`src/rtl/bit_serializer_pkg.sv`:
```
// Shared FSM encoding and default word width for the bit serializer.
package bit_serializer_pkg;

    localparam int DEFAULT_WIDTH = 8;

    typedef enum logic {
        IDLE  = 1'b0,
        SHIFT = 1'b1
    } state_t;

endpackage

```
`src/rtl/bit_serializer_hold.sv`:
```
// One-word input holding register; in_ready depends on registered state only.
module bit_serializer_hold #(
    parameter int WIDTH = bit_serializer_pkg::DEFAULT_WIDTH
) (
    input  logic             clk,
    input  logic             rst,
    input  logic             clear,
    input  logic [WIDTH-1:0] in_data,
    input  logic             in_valid,
    input  logic             take,
    output logic             in_ready,
    output logic [WIDTH-1:0] hold,
    output logic             hold_full
);

    logic accept;

    assign in_ready = !hold_full;
    assign accept   = in_valid && in_ready;

    // Accept and take cannot both move hold_full: take only matters when full,
    // and accept only happens when empty.
    always_ff @(posedge clk or negedge rst) begin
        if (!rst) begin
            hold      <= '0;
            hold_full <= 1'b0;
        end else if (clear) begin
            hold_full <= 1'b0;
        end else if (accept) begin
            hold      <= in_data;
            hold_full <= 1'b1;
        end else if (take) begin
            hold_full <= 1'b0;
        end
    end

endmodule

```
`src/rtl/bit_serializer.sv`:
```
// Parallel-to-serial converter: holding register feeds a shift register that
// emits one bit per bit_en strobe, with back-to-back words and no bubble.
module bit_serializer
    import bit_serializer_pkg::*;
#(
    parameter int WIDTH     = DEFAULT_WIDTH,
    parameter bit MSB_FIRST = 1'b1
) (
    input  logic             clk,
    input  logic             rst,
    input  logic [WIDTH-1:0] in_data,
    input  logic             in_valid,
    output logic             in_ready,
    input  logic             bit_en,
    input  logic             clear,
    output logic             out_bit,
    output logic             out_valid,
    output logic             last_bit
);

    localparam int CW = (WIDTH > 1) ? $clog2(WIDTH) : 1;

    state_t           state, state_n;
    logic [WIDTH-1:0] sreg, sreg_n, hold, shifted;
    logic [CW-1:0]    cnt, cnt_n;
    logic             hold_full, take;

    bit_serializer_hold #(.WIDTH(WIDTH)) u_hold (
        .clk       (clk),
        .rst       (rst),
        .clear     (clear),
        .in_data   (in_data),
        .in_valid  (in_valid),
        .take      (take),
        .in_ready  (in_ready),
        .hold      (hold),
        .hold_full (hold_full)
    );

    assign shifted   = MSB_FIRST ? {sreg[WIDTH-2:0], 1'b0} : {1'b0, sreg[WIDTH-1:1]};
    assign out_valid = (state == SHIFT);
    assign out_bit   = MSB_FIRST ? sreg[WIDTH-1] : sreg[0];
    assign last_bit  = (state == SHIFT) && (cnt == CW'(WIDTH - 1));

    always_ff @(posedge clk or negedge rst) begin
        if (!rst) begin
            state <= IDLE;
            sreg  <= '0;
            cnt   <= '0;
        end else begin
            state <= state_n;
            sreg  <= sreg_n;
            cnt   <= cnt_n;
        end
    end

    always_comb begin
        state_n = state;
        sreg_n  = sreg;
        cnt_n   = cnt;
        take    = 1'b0;
        if (clear) begin
            state_n = IDLE;
            sreg_n  = '0;
            cnt_n   = '0;
        end else begin
            case (state)
                IDLE: begin
                    if (hold_full) begin
                        sreg_n  = hold;
                        cnt_n   = '0;
                        take    = 1'b1;
                        state_n = SHIFT;
                    end
                end
                SHIFT: begin
                    if (bit_en) begin
                        if (last_bit) begin
                            // Reload from hold on the final bit so a waiting word follows without a gap
                            sreg_n  = hold;
                            cnt_n   = '0;
                            take    = 1'b1;
                            state_n = hold_full ? SHIFT : IDLE;
                        end else begin
                            sreg_n = shifted;
                            cnt_n  = cnt + 1'b1;
                        end
                    end
                end
                default: state_n = IDLE;
            endcase
        end
    end

endmodule

```
`config.mk`:
```
export PLATFORM = sky130hd
export DESIGN_NAME = bit_serializer
export DESIGN_NICKNAME = d
export VERILOG_FILES = /design/src/rtl/bit_serializer_pkg.sv /design/src/rtl/bit_serializer_hold.sv /design/src/rtl/bit_serializer.sv
export SDC_FILE = /design/constraint.sdc
export NUM_CORES = 1
export LEC_CHECK = 0
export CAP_MARGIN = 25
export CORE_UTILIZATION = 40
export DETAILED_ROUTE_END_ITERATION = 12
export SLEW_MARGIN = 10
export SYNTH_ARGS = -nofsm -noshare
export SYNTH_HDL_FRONTEND = slang
export SYNTH_SLANG_ARGS = --single-unit
```
`constraint.sdc`:
```
create_clock -name clk -period 4.7 [get_ports clk]
set_clock_uncertainty 0.1 [all_clocks]
set_input_delay 0.94 -clock clk [delete_from_list [all_inputs] [get_ports clk]]
set_output_delay 0.94 -clock clk [all_outputs]
set_load 0.02 [all_outputs]
```
==> results of run 1 <==
[report_power, final]
| part | internal (W) | leakage, nW | switching (W) |
|---|---|---|---|
| registers | 0.000201 | 0.271 | 0.0000112 |
| logic | 0.0000381 | 0.241 | 0.0000267 |
| clock network | 0.0000330 | 0.0150 | 0.0000500 |
| total | 0.000272 | 0.527 | 0.0000880 |
[cell families (layout without fill, tap and decap cells)]
kind of cell | Yosys count | count (layout)
AO/OA/AOI/OAI | 11 | 11
adder cells (fa/ha/maj) | 2 | 2
buffers and inverters | 5 | 22
flip-flops | 21 | 21
multiplexers | 18 | 18
AND/OR/NAND/NOR | 13 | 13
[sequential cells by signal, indices dropped and copies added, names as in the netlist]
name	count
cnt	3
u_hold.hold	8
out_valid	1
sreg	8
u_hold.hold_full	1
[cell usage after synthesis]
cell | instances | area share (%)
o2bb2ai_1 | 7 | 6.3
and2_1 | 1 | 0.65
and4b_1 | 1 | 1.0
mux2_2 | 9 | 10
a21o_1 | 2 | 1.5
nor2b_4 | 1 | 1.4
inv_1 | 1 | 0.39
buf_4 | 2 | 1.5
a21boi_0 | 1 | 0.78
nand2_1 | 1 | 0.39
nor2_2 | 1 | 0.65
a21oi_1 | 1 | 0.52
clkbuf_1 | 1 | 0.39
mux2i_1 | 8 | 8.3
or2_0 | 1 | 0.65
nand2b_4 | 1 | 1.4
nor3b_1 | 1 | 0.78
nor4b_1 | 1 | 0.90
buf_6 | 1 | 1.2
dfrtp_1 | 21 | 54
ha_1 | 2 | 2.6
and3b_1 | 1 | 0.90
nor2b_1 | 1 | 0.65
nor2_1 | 2 | 0.78
mux2_4 | 1 | 1.5
[worst min-delay path by stage]
| stage | from | to | cells after the start |
|---|---|---|---|
| floorplan | sreg[0]$_DFFE_PN0P_ | sreg[0]$_DFFE_PN0P_ | 1 |
| global placement | cnt[1]$_DFFE_PN0P_ | cnt[1]$_DFFE_PN0P_ | 1 |
| detailed placement | sreg[0]$_DFFE_PN0P_ | sreg[0]$_DFFE_PN0P_ | 1 |
| CTS | sreg[0]$_DFFE_PN0P_ | sreg[0]$_DFFE_PN0P_ | 1 |
| global route | sreg[0]$_DFFE_PN0P_ | sreg[0]$_DFFE_PN0P_ | 1 |
| finish | sreg[0]$_DFFE_PN0P_ | sreg[0]$_DFFE_PN0P_ | 1 |
[through the flow]
| step | total power (W) | instance area, sq um |
|---|---|---|
| floorplan | 0.000257 | 968 |
| global placement | 0.000279 | 1130 |
| detailed placement | 0.000280 | 1130 |
| CTS | 0.000365 | 1160 |
| global route | 0.000384 | 1170 |
| finish | 0.000360 | 1170 |
[layout make-up]
| cell class | count | share of cell area [%] |
|---|---|---|
| flip-flops and latches | 21 | 44.7 |
| multi-input cells | 44 | 34.8 |
| repair buffers | 17 | 14.9 |
| well taps | 28 | 2.98 |
| clock buffers | 4 | 2.24 |
| inverters | 1 | 0.319 |
[worst reg2reg max path, cell delays in order, from the launching register on]
cell	delay, ns
dfrtp_1	0.41
ha_1	0.21
ha_1	0.20
nor2b_1	0.75
mux2i_1	0.28
o2bb2ai_1	0.08
[per-layer routing]
| metal | global-route usage (%) | up-vias | part of all wire, % |
|---|---|---|---|
| met5 | 0 | - | 0 |
| met3 | 5.36 | 2 | 3.9 |
| met2 | 21.1 | 12 | 45 |
| met4 | 5.56 | 0 | 1.1 |
| li1 | - | 289 | - |
| met1 | 17.1 | 288 | 50 |
==> impl_metrics.env, run 1 <==
export IMPL_post_place_ws_ns=2.09
export IMPL_antenna_found_initial=0
export IMPL_tritoncts_num_sinks=21
export IMPL_n_antenna_cell=0
export IMPL_dominant_combinational_cell_family_by_area_after_synthesis="multiplexers"
export IMPL_cts_root_buf="clkbuf_4"
export IMPL_outcome="completed"
export IMPL_core_box_area_sq_um=2250
export IMPL_critical_path_top_cell_by_count="ha_1"
export IMPL_min_path_type="reg -> reg"
export IMPL_timing_critical_path_arrival_ns=1.80
export IMPL_cellLeakagePower_nw=0.527
export IMPL_die_y_um=51.2
export IMPL_irDropWorstVdd_mv=0.260
export IMPL_clk_transition_reported_paths_ns=0.11
export IMPL_drc_viols=0
export IMPL_overflow=0
export IMPL_ff_latch_count_synth=21
export IMPL_ys_seq_area_share_pct=54.3
export IMPL_drt_wl_total_mm=1.53
export IMPL_crit_path_max_incr_delay_ns=0.53
export IMPL_least_setup_slack_across_all_paths_after_layout_ns=1.86
export IMPL_sequential_cell_area_sq_um=526
export IMPL_final_common_cell="dfrtp_1"
export IMPL_multiInputGateArea_sq_um=409
export IMPL_final_cell_mix="21 x dfrtp_1, 16 x clkdlybuf4s50_1, 9 x mux2_2, 8 x mux2i_1, 7 x o2bb2ai_1"
export IMPL_critical_path_reg2reg_startpoint="cnt[0]$_DFFE_PN0P_"
export IMPL_synthAdderAreaFrac_pct=2.58
export IMPL_netlist_area_sq_um=968
export IMPL_critical_path_cell_chain="ha_1 > ha_1 > and2_1 > clkdlybuf4s50_1"
export IMPL_first_global_vias=557
export IMPL_holdWs_ns=0.399
export IMPL_number_of_port_buffers=16
export IMPL_die_area_sq_um=2620
export IMPL_cts_hold_buffers=0
export IMPL_cts_tree="yes"
export IMPL_endpoint="last_bit"
export IMPL_fillerInstances=203
export IMPL_placement_rows=17
export IMPL_power_per_cell_area_nw_per_um2=306
export IMPL_antenna_violating_nets_post_route=0
export IMPL_setup_worst_path_start_class="register"
export IMPL_drive_gt1_share_pct=19.5
export IMPL_setup_repair_after_global_routing_missed_its_margin="false"
export IMPL_achievable_frequency_ghz=0.352
export IMPL_synth_compound_area_share_pct=9.17
export IMPL_post_synthesis_share_of_cell_area_spent_on_xor_and_xnor_gates_pct=0
export IMPL_floorplan_initialDensity_pct=43.0
export IMPL_hold_violation_total_from_the_final_report=0
export IMPL_critical_path_slowest_cell="clkdlybuf4s50_1"
export IMPL_crit_path_start="cnt[0]$_DFFE_PN0P_"
export IMPL_finish_utilization_pct=52.1
export IMPL_post_cts_setup_buffers=0
export IMPL_clock_path_buffers=2
export IMPL_syn_inst=70
export IMPL_type_of_element_capturing_the_critical_path="output port"
export IMPL_detailedRoute_firstIterationViolations=7
export IMPL_max_cap_violations=0
export IMPL_wl_per_cell_um=13.3
export IMPL_rr_endpoint="sreg[3]$_DFFE_PN0P_"
export IMPL_route_detailed_vias_per_inst=5.14
export IMPL_synth_simple_area_share_pct=10.2
export IMPL_post_route_min_period_ns=2.84
export IMPL_max_slew_worst_pin_slew_ns=0.964
export IMPL_post_synthesis_cell_type_count=25
export IMPL_cp_num_cells=4
export IMPL_synth_warnings=0
export IMPL_routed_via_count=591
export IMPL_reg2reg_setup_slack_ns=2.54
export IMPL_final_setup_tns_ns=0
export IMPL_grt_pass1_wl_mm=2.50
export IMPL_crit_buf_inv=1
export IMPL_synth_mux_area_fraction_pct=20.3
export IMPL_gp_congestion=0.677
export IMPL_h_tree_depth=1
export IMPL_finish_cell_count_without_fillers=115
export IMPL_largest_net_degree_at_the_start_of_global_routing=22
export IMPL_worst_skew_pair_late_latency_ns=0.29
export IMPL_crit_family="buffers and inverters"
export IMPL_timing_critical_path_fanout_max=3
export IMPL_worstPathRequired_ns=3.66
export IMPL_placedCellCount=110
export IMPL_finish_net_count=103
export IMPL_grtUsageTotal_pct=13.7
export IMPL_tritoncts_num_buffers=3
export IMPL_finalCritPeriodShare_pct=60.4
export IMPL_cts_resized=0
export IMPL_worst_r2r_path_depth=5
export IMPL_postSynthNetCount=85
export IMPL_io_pins=17
export IMPL_syn_mean_instance_area_sq_um=13.8
export IMPL_headroom_to_the_max_slew_limit_pct=35.6
export IMPL_setup_viol_count_final=0
export IMPL_detailed_place_hpwl_mm=1.09
export IMPL_detailedRoute_firstPassIterationCount=4
export IMPL_fp_dieW_um=51.2
export IMPL_path_class="reg -> out"
export IMPL_slew_viol_final=0
export IMPL_area_growth_syn_to_layout_pct=21.3
(Power assumes the default switching activity.)
==> run 2, diff against run 1 <==
--- a/config.mk
+++ b/config.mk
@@ -8,6 +8,7 @@
 export CAP_MARGIN = 25
 export CORE_UTILIZATION = 40
 export DETAILED_ROUTE_END_ITERATION = 12
+export PLACE_DENSITY = 0.66
 export SLEW_MARGIN = 10
 export SYNTH_ARGS = -nofsm -noshare
 export SYNTH_HDL_FRONTEND = slang
==> constraint.sdc (replaced) <==
create_clock -name clk -period 2.39 [get_ports clk]
set_clock_uncertainty 0.1 [all_clocks]
set_input_delay 0.478 -clock clk [delete_from_list [all_inputs] [get_ports clk]]
set_output_delay 0.478 -clock clk [all_outputs]
set_load 0.02 [all_outputs]
==> impl_metrics.env, run 2 (same netlist as run 1, synthesis figures left out) <==
export IMPL_setup_worst_path_start_class="register"
export IMPL_largest_net_degree_at_the_start_of_global_routing=22
export IMPL_timing_critical_path_arrival_ns=1.58
export IMPL_max_cap_violations=0
export IMPL_achievable_frequency_ghz=0.464
export IMPL_critical_path_reg2reg_startpoint="cnt[0]$_DFFE_PN0P_"
export IMPL_detailedRoute_firstPassIterationCount=2
export IMPL_hold_violation_total_from_the_final_report=0
export IMPL_irDropWorstVdd_mv=0.424
export IMPL_type_of_element_capturing_the_critical_path="output port"
export IMPL_worst_hold_path_num_cells=1
export IMPL_worst_r2r_path_depth=6
export IMPL_area_growth_syn_to_layout_pct=22.7
export IMPL_outcome="completed"
export IMPL_antenna_found_initial=0
export IMPL_post_place_ws_ns=0.337
export IMPL_path_class="reg -> out"
export IMPL_route_detailed_vias_per_inst=5.01
export IMPL_drt_wl_total_mm=1.53
export IMPL_power_per_cell_area_nw_per_um2=600
export IMPL_grtUsageTotal_pct=14.6
export IMPL_reg2reg_setup_slack_ns=0.73
export IMPL_hold_path_startpoint="sreg[0]$_DFFE_PN0P_"
export IMPL_clock_path_buffers=2
export IMPL_drive_gt1_share_pct=22.2
export IMPL_timing_critical_path_fanout_max=3
export IMPL_overflow=0
export IMPL_grt_pass1_wl_mm=2.77
export IMPL_setup_viol_count_final=0
export IMPL_routed_via_count=591
export IMPL_detailedRoute_firstIterationViolations=9
export IMPL_headroom_to_the_max_slew_limit_pct=70.2
export IMPL_least_setup_slack_across_all_paths_after_layout_ns=0.235
export IMPL_wl_per_cell_um=12.9
export IMPL_leading_registers_by_flop_count="sreg (8), u_hold.hold (8), cnt (3)"
export IMPL_gp_congestion=0.743
export IMPL_finalCritPeriodShare_pct=90.2
export IMPL_cellLeakagePower_nw=0.544
export IMPL_setup_repair_after_global_routing_missed_its_margin="false"
export IMPL_antenna_violating_nets_post_route=0
export IMPL_tritoncts_num_sinks=21
export IMPL_worst_hold_endpoint="sreg[0]$_DFFE_PN0P_"
export IMPL_tritoncts_num_buffers=3
export IMPL_final_cell_mix="21 x dfrtp_1, 15 x clkdlybuf4s50_1, 9 x mux2_2, 8 x mux2i_1, 7 x o2bb2ai_1"
export IMPL_die_y_um=51.2
export IMPL_core_box_area_sq_um=2250
export IMPL_die_area_sq_um=2620
export IMPL_worstPathRequired_ns=1.81
export IMPL_cts_root_buf="clkbuf_4"
export IMPL_rr_endpoint="sreg[4]$_DFFE_PN0P_"
export IMPL_cts_tree="yes"
export IMPL_drc_viols=0
export IMPL_post_route_min_period_ns=2.15
export IMPL_slew_viol_final=0
export IMPL_fp_dieW_um=51.2
export IMPL_min_path_type="reg -> reg"
export IMPL_first_global_vias=596
export IMPL_finish_net_count=106
export IMPL_worst_skew_pair_late_latency_ns=0.29
export IMPL_final_common_cell="dfrtp_1"
export IMPL_floorplan_initialDensity_pct=43.0
export IMPL_placement_rows=17
export IMPL_final_setup_tns_ns=0
export IMPL_number_of_port_buffers=16
export IMPL_h_tree_depth=1
export IMPL_n_antenna_cell=0
export IMPL_detailed_place_hpwl_mm=1.11
export IMPL_io_pins=17
export IMPL_clk_transition_reported_paths_ns=0.11
export IMPL_cts_hold_buffers=0
export IMPL_max_slew_worst_pin_slew_ns=0.446
-- run 2: worst max-delay path by stage --
stage,slack (ns),start,end,depth (start not counted)
final,0.24,cnt[0]$_DFFE_PN0P_,last_bit,4
after global routing,0.15,cnt[0]$_DFFE_PN0P_,last_bit,4
after CTS,0.21,cnt[0]$_DFFE_PN0P_,last_bit,4
after detailed placement,0.34,cnt[0]$_DFFE_PN0P_,last_bit,4
after global placement,0.35,cnt[0]$_DFFE_PN0P_,last_bit,4
after floorplan,0.81,out_valid$_DFF_PN0_,cnt[2]$_DFFE_PN0P_,4
-- run 2: where the power goes --
group          internal [W]  switching [W]  total [W]
clock             0.0000650       0.000101   0.000166
sequential         0.000395      0.0000213   0.000416
combinational     0.0000778      0.0000542   0.000132
-- run 2: metal layers --
layer / track usage (%) / vias up / part of all wire, % / wire [um]
met1: 19.1 / 289 / 49 / 754
met5: 0 / - / 0 / 0
met2: 22.6 / 11 / 47 / 722
met3: 4.46 / 0 / 3.3 / 50
li1: - / 291 / - / -
met4: 5.56 / 0 / 0 / 0
-- run 2: area by class of cell --
cell class / instances / area [sq um]
sequential: 21 / 526
fill: 217 / 1070
clock buffer: 4 / 26.3
tap: 28 / 35.0
inverter: 1 / 3.75
timing repair buffer: 20 / 189
multi-input combinational: 44 / 409
-- run 2: repair_timing --
| action | in CTS | in global routing |
|---|---|---|
| setup endpoints to repair | 1 | 0 |
| hold endpoints to repair | 0 | 0 |
| resized for setup | 1 | 0 |
| buffers inserted | 0 | 0 |
-- run 2: metrics by stage --
stage / cell area, sq um / util [%] / total power [W] / cells / hold slack, ns
CTS: 1190 / 52.7 / 0.000726 / 118 / 0.399
detailed placement: 1160 / 51.6 / 0.000558 / 114 / 0.373
floorplan: 968 / - / 0.000505 / 70 / 0.0824
finish: 1190 / 52.7 / 0.000714 / 118 / 0.391
global placement: 1160 / 51.6 / 0.000554 / 114 / 0.369
global route: 1190 / 52.7 / 0.000762 / 118 / 0.416
-- run 2: critical path: stages, from the launching register on --
cell	delay (ns)
dfrtp_1	0.41
ha_1	0.20
ha_1	0.20
and2_1	0.16
dlygate4sd2_1	0.31
